File: config.mk
export PLATFORM = sky130hd
export DESIGN_NAME = wb_regfile_writer
export DESIGN_NICKNAME = d
export VERILOG_FILES = /design/src/rtl/wb_regfile_writer_pkg.sv /design/src/rtl/wb_scoreboard.sv /design/src/rtl/wb_regfile_writer.sv
export SDC_FILE = /design/constraint.sdc
export NUM_CORES = 1
export LEC_CHECK = 0
export CORE_ASPECT_RATIO = 1.1
export CORE_MARGIN = 10
export CORE_UTILIZATION = 40
export DETAILED_ROUTE_END_ITERATION = 8
export PLACE_DENSITY = 0.66
export SYNTH_ARGS = -nofsm -noshare
export SYNTH_HDL_FRONTEND = slang
export SYNTH_HIERARCHICAL = 1
export SYNTH_SLANG_ARGS = --single-unit
File: constraint.sdc
create_clock -name clk -period 3.7 [get_ports clk]
set_input_delay 0.74 -clock clk [delete_from_list [all_inputs] [get_ports clk]]
set_output_delay 0.74 -clock clk [all_outputs]
set_load 0.02 [all_outputs]
File: src/rtl/wb_regfile_writer_pkg.sv
// Shared lc3b write-back types: select encoding, condition-code word and the WB pipeline register layout.
package wb_regfile_writer_pkg;

    typedef enum logic [1:0] {
        WB_ALU  = 2'd0,
        WB_MEM  = 2'd1,
        WB_BYTE = 2'd2,
        WB_PC   = 2'd3
    } lc3b_wbsel;

    typedef logic [2:0]  lc3b_nzp;
    typedef logic [2:0]  lc3b_reg;
    typedef logic [15:0] lc3b_word;

    localparam lc3b_reg R7       = 3'b111;
    localparam lc3b_nzp CC_RESET = 3'b010;

    typedef struct packed {
        logic      valid;
        lc3b_word  alu_out;
        lc3b_word  rdata;
        lc3b_word  pc;
        lc3b_reg   dest;
        logic      trap;
        lc3b_wbsel wbsel;
        logic      byte_hi;
        logic      load_reg;
        logic      load_cc;
    } wb_reg_t;

    function automatic lc3b_nzp gen_nzp(input lc3b_word v);
        return {v[15], (v == 16'h0000), (~v[15]) & (v != 16'h0000)};
    endfunction

endpackage

File: src/rtl/wb_scoreboard.sv
// Per-register pending-write counters for RAW hazard detection in ID.
// Lookups see the counters before this cycle's issue/retire update.
module wb_scoreboard
    import wb_regfile_writer_pkg::*;
#(
    parameter int NUM_REGS = 8,
    parameter int PEND_W   = 2
) (
    input  logic    clk,
    input  logic    reset_n,
    input  logic    inc_en,
    input  lc3b_reg inc_reg,
    input  logic    dec_en,
    input  lc3b_reg dec_reg,
    input  lc3b_reg query_a,
    input  lc3b_reg query_b,
    output logic    busy_a,
    output logic    busy_b,
    output logic    overflow
);

    localparam logic [PEND_W-1:0] CNT_MAX = '1;

    logic [PEND_W-1:0] cnt_q [NUM_REGS];
    logic [PEND_W-1:0] cnt_d [NUM_REGS];
    logic              overflow_q;
    logic              overflow_d;

    always_comb begin
        overflow_d = overflow_q;
        for (int r = 0; r < NUM_REGS; r++) begin
            cnt_d[r] = cnt_q[r];
            // Issue and retire of the same register cancel out.
            if (inc_en && (inc_reg == lc3b_reg'(r)) && !(dec_en && (dec_reg == lc3b_reg'(r)))) begin
                if (cnt_q[r] == CNT_MAX) begin
                    overflow_d = 1'b1;
                end else begin
                    cnt_d[r] = cnt_q[r] + PEND_W'(1);
                end
            end else if (dec_en && (dec_reg == lc3b_reg'(r)) && !(inc_en && (inc_reg == lc3b_reg'(r)))) begin
                if (cnt_q[r] != '0) begin
                    cnt_d[r] = cnt_q[r] - PEND_W'(1);
                end
            end
        end
    end

    always_ff @(posedge clk or negedge reset_n) begin
        if (!reset_n) begin
            for (int r = 0; r < NUM_REGS; r++) begin
                cnt_q[r] <= '0;
            end
            overflow_q <= 1'b0;
        end else begin
            for (int r = 0; r < NUM_REGS; r++) begin
                cnt_q[r] <= cnt_d[r];
            end
            overflow_q <= overflow_d;
        end
    end

    assign busy_a   = (cnt_q[query_a] != '0);
    assign busy_b   = (cnt_q[query_b] != '0);
    assign overflow = overflow_q;

endmodule

File: src/rtl/wb_regfile_writer.sv
// lc3b write-back stage: WB pipeline register, write-back mux, regfile write port,
// condition codes and the pending-write scoreboard used by ID.
module wb_regfile_writer
    import wb_regfile_writer_pkg::*;
#(
    parameter int NUM_REGS = 8,
    parameter int PEND_W   = 2
) (
    input  logic        clk,
    input  logic        reset_n,
    input  logic        wb_stall,
    input  logic        mem_valid,
    input  logic [15:0] mem_alu_out,
    input  logic [15:0] mem_rdata,
    input  logic [15:0] mem_pc,
    input  logic [2:0]  mem_dest,
    input  logic        mem_trap,
    input  logic [1:0]  mem_wbsel,
    input  logic        mem_byte_hi,
    input  logic        mem_load_reg,
    input  logic        mem_load_cc,
    input  logic        id_issue,
    input  logic [2:0]  id_issue_dest,
    input  logic [2:0]  id_query_a,
    input  logic [2:0]  id_query_b,
    output logic [15:0] regfilemux_out,
    output logic [2:0]  dest,
    output logic        load_regfile,
    output logic [2:0]  cc_nzp,
    output logic        busy_a,
    output logic        busy_b,
    output logic        sb_overflow
);

    wb_reg_t  wb_q;
    wb_reg_t  wb_d;
    lc3b_nzp  cc_q;
    lc3b_nzp  cc_d;
    logic     fire;
    logic [7:0] byte_sel;

    always_comb begin
        wb_d = wb_q;
        if (!wb_stall) begin
            wb_d.valid    = mem_valid;
            wb_d.alu_out  = mem_alu_out;
            wb_d.rdata    = mem_rdata;
            wb_d.pc       = mem_pc;
            wb_d.dest     = mem_dest;
            wb_d.trap     = mem_trap;
            wb_d.wbsel    = lc3b_wbsel'(mem_wbsel);
            wb_d.byte_hi  = mem_byte_hi;
            wb_d.load_reg = mem_load_reg;
            wb_d.load_cc  = mem_load_cc;
        end
    end

    always_comb begin
        byte_sel = wb_q.byte_hi ? wb_q.rdata[15:8] : wb_q.rdata[7:0];
        case (wb_q.wbsel)
            WB_ALU:  regfilemux_out = wb_q.alu_out;
            WB_MEM:  regfilemux_out = wb_q.rdata;
            WB_BYTE: regfilemux_out = {8'h00, byte_sel};
            WB_PC:   regfilemux_out = wb_q.pc;
            default: regfilemux_out = wb_q.alu_out;
        endcase
    end

    // A stalled instruction stays in WB and commits once, on the first unstalled edge.
    assign fire         = wb_q.valid & ~wb_stall;
    assign load_regfile = fire & wb_q.load_reg;
    assign dest         = wb_q.trap ? R7 : wb_q.dest;

    always_comb begin
        cc_d = cc_q;
        if (fire && wb_q.load_cc) begin
            cc_d = gen_nzp(regfilemux_out);
        end
    end

    always_ff @(posedge clk or negedge reset_n) begin
        if (!reset_n) begin
            wb_q <= '0;
            cc_q <= CC_RESET;
        end else begin
            wb_q <= wb_d;
            cc_q <= cc_d;
        end
    end

    assign cc_nzp = cc_q;

    wb_scoreboard #(
        .NUM_REGS (NUM_REGS),
        .PEND_W   (PEND_W)
    ) u_scoreboard (
        .clk      (clk),
        .reset_n  (reset_n),
        .inc_en   (id_issue),
        .inc_reg  (id_issue_dest),
        .dec_en   (load_regfile),
        .dec_reg  (dest),
        .query_a  (id_query_a),
        .query_b  (id_query_b),
        .busy_a   (busy_a),
        .busy_b   (busy_b),
        .overflow (sb_overflow)
    );

endmodule

# Word level (Yosys, flattened, before mapping)
# Cells that the tools add are included.
[classes]
n_addsub = 16
magnitude_cmp = 2
eq_ne = 33
mux = 57
bitwise = 7
n_reduce_logical = 88
[op_table]
columns = ["op", "n"]
rows = [
  ["2-bit 2-to-1 mux", 36],
  ["16-bit case mux with 4 select lines", 1],
  ["2-bit nonzero test", 26],
  ["1-bit logical AND", 33],
  ["3-bit equality test, second input constant", 8],
  ["3-bit AND reduction", 8],
  ["2-bit equality test, second input constant", 10],
  ["2-bit by 1-bit adder with 2-bit output, second input constant", 8],
  ["1-bit logical NOT", 16],
  ["16-bit logical NOT", 1],
  ["1-bit 2-to-1 mux", 16],
  ["2-bit != test, second input constant", 8],
  ["16-bit nonzero test", 1],
  ["2-bit by 1-bit subtractor with 2-bit output, second input constant", 8],
  ["2-bit binary-select mux with 3-bit select", 2],
  ["3-bit by 2-bit equality test with 1-bit output, second input constant", 4],
  ["4-bit greater-or-equal comparator, second input constant", 2],
  ["8-bit 2-to-1 mux", 1],
  ["3-bit inverter with 4-bit output", 2],
  ["3-bit by 1-bit equality test with 1-bit output, second input constant", 2],
  ["3-bit logical NOT", 2],
  ["1-bit AND", 3],
  ["3-bit 2-to-1 mux", 1],
  ["2-bit by 1-bit equality test with 1-bit output, second input constant", 1],
  ["2 further kinds", 3],
]
[word_totals]
register_bits = 78
output_inout_bits = 26

# Logic depth before layout (Yosys ltp)
[logic_depth]
word_depth = 21
ltp_mapped = 10
ltp_nobuf = 7

# Modules after synthesis
# The synthesis kept the hierarchy.
[modules_own_cells]
columns = ["module", "instances", "cells_each", "area_per_inst_um2", "seq_area_each_um2"]
rows = [
  ["wb_regfile_writer", 1, 214, 2895.3, 1527.7],
  ["wb_scoreboard", 1, 144, 1223.7, 425.4],
]

# Least setup slack after synthesis
# OpenSTA, ideal clock, no wires.
[synth_path]
kind = "input port to flip-flop"
from = "in wb_stall"
to = "reg u_scoreboard/cnt_q[10] (netlist name)"
setup_time_ps = 125
t_arrival_ps = 2912
required_time_ps = 3575
slack_ps = 663
cell_stages = 9
cell_sequence = "clkbuf_1 > buf_1 > buf_1 > and3b_1 > nor2b_1 > nand2_1 > ha_1 > maj3_1 > mux2_2"
[synth_between]
elab_chain_len = 8
[synth_rtl]
columns = ["item", "line_no", "source"]
rows = [
  ["from (decl)", "wb_regfile_writer.sv:11", "input logic wb_stall,"],
  ["1-bit inverter (*)", "wb_regfile_writer.sv:70", "assign fire = wb_q.valid & ~wb_stall;"],
  ["1-bit AND (*)", "wb_regfile_writer.sv:70", ""],
  ["1-bit AND (*)", "wb_regfile_writer.sv:71", "assign load_regfile = fire & wb_q.load_reg;"],
  ["named net load_regfile", "wb_regfile_writer.sv:28", "output logic load_regfile,"],
  ["1-bit logical AND (*)", "wb_scoreboard.sv:34, wb_scoreboard.sv:40", ""],
  ["1-bit logical NOT", "wb_scoreboard.sv:34", "if (inc_en && (inc_reg == lc3b_reg'(r)) && !(dec_en && (dec_reg == lc3b_reg'(r)))) begin"],
  ["1-bit logical AND", "wb_scoreboard.sv:34", ""],
  ["2-bit != test (no source line) / 2-bit nonzero test (equally long branches)", "-", ""],
  ["3-bit AND reduction (no source line)", "-", ""],
  ["to (signal, indexed assignment)", "wb_scoreboard.sv:56", "cnt_q[r] <= cnt_d[r];"],
  ["to (decl)", "wb_scoreboard.sv:24", "logic [PEND_W-1:0] cnt_q [NUM_REGS];"],
]
# Mark *: on every way through the listed nets, which the timed path passes. The rest lies on a longest branch.
# A chain may end at the register's enable or synchronous reset.

# Final worst setup path
[layout_path]
from = "in id_query_b[0]"
to = "out busy_b"
[layout_between]
elab_chain_len = 5
[layout_rtl]
columns = ["item", "line_no", "source"]
rows = [
  ["from (decl)", "wb_regfile_writer.sv:25", "input logic [2:0] id_query_b,"],
  ["3-bit inverter with 4-bit output (implied by the code)", "wb_scoreboard.sv:63", "assign busy_b = (cnt_q[query_b] != '0);"],
  ["2-bit binary-select mux with 3-bit select", "wb_scoreboard.sv:63", ""],
  ["2-bit 2-to-1 mux (implied by the code) (2 in series)", "wb_scoreboard.sv:63", ""],
  ["2-bit nonzero test", "wb_scoreboard.sv:63", ""],
  ["to (decl)", "wb_regfile_writer.sv:31", "output logic busy_b,"],
]
# Every way passes these cells. The select of a mux whose other input is x is not followed.

==> impl.org <==
** Status
- Run status :: finished clean

** Drt
- After detailed routing, the average wire length per cell comes to 18.3 um.
- The first TritonRoute pass finished after 4 iterations.
- Number of nets with antenna violations after routing :: 0
- For this run, design rule violations remaining after detail routing come to 0.
- Vias :: 3127
- In the routed layout, each cell is associated on average with a via count of 5.43.
- The detailed router finished its first iteration with 167 violations.
- Detailed-route wire length :: 10.5 mm

** Layout
- The finished cells cover 5370 um2.
- At the end of the flow, the number of nets in the layout was 530.
- Combined area of the multi-input logic cells :: 2050 um2
- Number of filler cells placed in the layout :: 912
- Share of post-route cells with drive strength above 1 :: 8.55%
- Diode count :: 0
- Summing all flip-flop and latch instances after layout gives 1950 um2.
- Area Overhead vs Synth :: 30.3%
- For this run, the share of the core covered by cells in the final layout is 53.8%.

** GRT
- GRT overflow :: 0
- Maximum number of pins on one net before global-route repair :: 79
- The number of antenna violations at the first check in global routing came to 0.
- Total Routing Usage GR :: 15.0%
- Wire length of the first global-routing pass :: 17.6 mm
- Number of global-route vias before repair :: 3399

** STA
- Shortest clock period the worst path allows after layout :: 3.32 ns
- Worst clock skew :: 0.00829 ns
- Timing would allow up to 301 MHz.
- Slew at the pin with the worst max-slew slack :: 1.00 ns
- Portion of the clock cycle consumed by the worst path in the final layout :: 89.7%
- Setup total negative slack :: 0 ns
- The worst pin sits at a relative slew slack of 33.2%.
- The final count of hold timing violations came to 0.
- Number of max-slew violations in the final report :: 0
- Setup violations remaining at the end of the flow were counted as 0.
- Setup repair after global routing left no endpoint under its margin.

** Power
- Power density of the placed cells :: 422 nW/um2
- Of the total power, combinational logic draws 24.2%.
- In this run the power spent charging and discharging nets is 646 uW.
- In this run switching power makes up 28.5% of total power.
- Internal power comes to 1.62 mW.
- Leakage power of the design :: 2.23 nW
- The worst-case IR drop observed on VDD is 0.000251 V.
- In this run, the clock network consumes 31.1% of the power.
- Seq pwr share :: 44.7%

** Floorplanning
- Count of pins on the block boundary :: 97
- Measured along the y axis, the die boundary spans 126 um.
- The die is 117 um wide.
- Standard cell core area :: 9980 um2
- The floorplan has 38 rows.
- For this configuration, the core starts out at a cell density of 41.3%.
- Area of the die :: 14800 um2

** Clock network
- # resized after CTS :: 0
- Number of buffers inserted for hold repair after clock tree synthesis :: 0
- Clock-pin slew was measured on the worst setup and hold paths at 0.08 ns.
- No sink is reached through more buffers than the 2 on the longest clock path.
- CTS built an H-tree with a depth of 3.
- Counting every sink on the clock net gives 78.
- Clock latency on the worst-skew pair, taken at its later pin, is 0.35 ns.
- Post-CTS timing repair inserted 0 buffers for setup.
- Root Buffer Master :: sky130_fd_sc_hd__clkbuf_8
- The number of clock buffers added by TritonCTS is 9.
- TritonCTS built the clock tree.

** Synth
- Synth Register Bits :: 78
- Per-instance average area after synthesis :: 11.5 um2
- After synthesis, the netlist uses 52 different library cells.
- Dominant register cell in the synthesized netlist :: sky130_fd_sc_hd__dfrtp_1
- In this run, synthesis inferred 0 flip-flops with an integrated enable.
- Share of flip-flops with an asynchronous set or reset :: 100%
- Syn. warnings :: 6
- Post-Synthesis Cell Area :: 4120 um2
- Synthesis produced a netlist with a net count of 437.
- Mapped Cells :: 358
- Sequential cell area fraction in the yosys report :: 47.4%

** Critical path
- Broken down by cell family, the worst path's largest delay share belongs to buffers and inverters.
- The worst register-to-register path begins at wb_q[3]$_DFFE_PN0N_.
- At the worst endpoint, the required time is 2.96 ns.
- Capturing element type of the critical path :: output port
- The cell that appears most often on the critical path is sky130_fd_sc_hd__clkdlybuf4s50_1.
- In this run the worst setup path begins at id_query_b[0].
- The signal on the critical path passes through clkdlybuf4s50_1 -> nor3_1 -> a21oi_1 -> mux4_2 -> clkdlybuf4s50_1.
- WS Path Type :: in -> out
- Bufs and invs on worst path :: 2
- Max FO, Critical Path :: 8
- Sort of element at the start of the critical path :: input port
- At the worst endpoint, the arrival time is 2.58 ns.
- Peak per-stage delay on the critical path :: 0.55 ns
- Cell at the slowest stage of the critical path :: sky130_fd_sc_hd__clkdlybuf4s50_1

** Worst hold path
- In this run the worst hold path is classified as reg -> reg.
- The worst hold path begins at wb_q[7]$_DFFE_PN0N_.

** Placed design
- Placed Area :: 5150 um2
- The count of buffers added on input and output ports is 96.
- Routability-driven placement finished with a final weighted congestion of 0.789.
- Detailed-placement wirelength estimate :: 7.89 mm

** Job
- Across the run, the number of max-cap violations was 0.
## cells in the final DEF (no fill, tap or decap), types with 3 or more instances in the layout
cell type                         count
sky130_fd_sc_hd__a21oi_1             11
sky130_fd_sc_hd__a22oi_1              7
sky130_fd_sc_hd__buf_4                5
sky130_fd_sc_hd__clkbuf_8            10
sky130_fd_sc_hd__clkdlybuf4s50_1     94
sky130_fd_sc_hd__dfrtp_1             77
sky130_fd_sc_hd__ha_1                 8
sky130_fd_sc_hd__inv_1                5
sky130_fd_sc_hd__mux2_1              58
sky130_fd_sc_hd__mux2_2               4
sky130_fd_sc_hd__mux2i_1             22
sky130_fd_sc_hd__nand2_1             23
sky130_fd_sc_hd__nand2b_1             3
sky130_fd_sc_hd__nand3_1              7
sky130_fd_sc_hd__nor2_1              16
sky130_fd_sc_hd__nor2b_1             12
sky130_fd_sc_hd__nor3_1              10
sky130_fd_sc_hd__o21a_1               6
sky130_fd_sc_hd__o21ai_0             18
sky130_fd_sc_hd__o21ai_1              4
sky130_fd_sc_hd__o2bb2ai_1            4
sky130_fd_sc_hd__o31ai_1              3
sky130_fd_sc_hd__or2_2                4
## routing by layer
metal  wire, um  track usage, %  vias to the layer above
li1           -               -                     1501
met1       4520            18.4                     1522
met2       5100            24.1                       93
met3        723            4.34                       11
met4        173            6.11                        0
met5          0               0                        -
## cell families (layout without fill, tap and decap cells)
| logic type | Yosys count | after routing | synth area share, % |
|---|---|---|---|
| adders and majority gates | 12 | 12 | 3.46 |
| muxes | 88 | 88 | 24.1 |
| AOI/OAI and AO/OA | 69 | 69 | 11.4 |
| buffers and inverters | 23 | 121 | 2.86 |
| DFF | 78 | 78 | 47.4 |
| and+or+nand+nor | 88 | 88 | 10.8 |
## cells in the mapped netlist (4+ instances only)
library cell	number	share of area, %
sky130_fd_sc_hd__o2bb2ai_1	4	0.85
sky130_fd_sc_hd__mux2_1	58	16
sky130_fd_sc_hd__buf_1	6	0.55
sky130_fd_sc_hd__o21ai_0	18	2.2
sky130_fd_sc_hd__nor2_1	16	1.5
sky130_fd_sc_hd__buf_2	4	0.49
sky130_fd_sc_hd__nand3_1	7	0.85
sky130_fd_sc_hd__nor3_1	10	1.2
sky130_fd_sc_hd__a22oi_1	7	1.3
sky130_fd_sc_hd__inv_1	5	0.46
sky130_fd_sc_hd__nand2_1	23	2.1
sky130_fd_sc_hd__or2_2	4	0.61
sky130_fd_sc_hd__mux2i_1	22	5.3
sky130_fd_sc_hd__a21oi_1	11	1.3
sky130_fd_sc_hd__o21ai_1	4	0.49
sky130_fd_sc_hd__nor2b_1	12	1.8
sky130_fd_sc_hd__ha_1	8	2.4
sky130_fd_sc_hd__mux2_2	4	1.1
sky130_fd_sc_hd__clkbuf_1	4	0.36
sky130_fd_sc_hd__o21a_1	6	1.1
sky130_fd_sc_hd__dfrtp_1	77	47
## metrics by stage
step / setup WS (ns) / power [mW] / cells / hold slack (ns)
2_1_floorplan: 0.663 / 1.32 / 358 / 0.444
3_3_place_gp: 0.434 / 1.57 / 560 / 0.462
3_5_place_dp: 0.397 / 1.58 / 560 / 0.472
4_1_cts: 0.383 / 2.30 / 576 / 0.490
5_1_grt: 0.253 / 2.39 / 576 / 0.500
6_report: 0.382 / 2.27 / 576 / 0.484
## layout make-up
type | count | area share [%]
inverters | 5 | 0.350
clock inverters | 4 | 1.31
well taps | 120 | 2.80
flip-flops and latches | 78 | 36.4
repair buffers | 100 | 18.3
multi-input cells | 257 | 38.1
clock buffers | 12 | 2.70
## state kept, by name (all words and copies together) (netlist names)
name,cells
wb_q,58
u_scoreboard/cnt_q,16
cc_nzp,3
u_scoreboard/overflow,1
## worst register-to-register path, stage by stage (launching register included)
cell and delay, ns:
sky130_fd_sc_hd__dfrtp_1 0.66, sky130_fd_sc_hd__buf_4 0.29, sky130_fd_sc_hd__mux2_4 0.32, sky130_fd_sc_hd__o22ai_2 0.20, sky130_fd_sc_hd__a21oi_2 0.08, sky130_fd_sc_hd__or4_4 0.42, sky130_fd_sc_hd__o41a_1 0.42
## power groups by stage
stage                     clock, mW  sequential (mW)  combinational, mW
final                         0.705             1.01              0.549
after global routing          0.763             1.03              0.599
after CTS                     0.727             1.01              0.557
after detailed placement          0             1.03              0.553
after global placement            0             1.03              0.546
after floorplan                   0             1.00              0.317
## path summary, 6_finish.rpt
path / slack (ns) / to / cells past startpoint
hold reg to reg: 0.48 / wb_q[7]$_DFFE_PN0N_ / 1
min in group asynchronous: 0.52 / u_scoreboard/cnt_q[1]$_DFFE_PN0P_ / 1
max in group asynchronous: 2.49 / wb_q[33]$_DFFE_PN0N_ / 1
setup / recovery: 0.38 / busy_b / 5
setup reg to reg: 1.20 / cc_nzp[0]$_DFFE_PN0P_ / 6
hold / removal: 0.48 / wb_q[7]$_DFFE_PN0N_ / 1
Power figures use the tool's default switching activity.
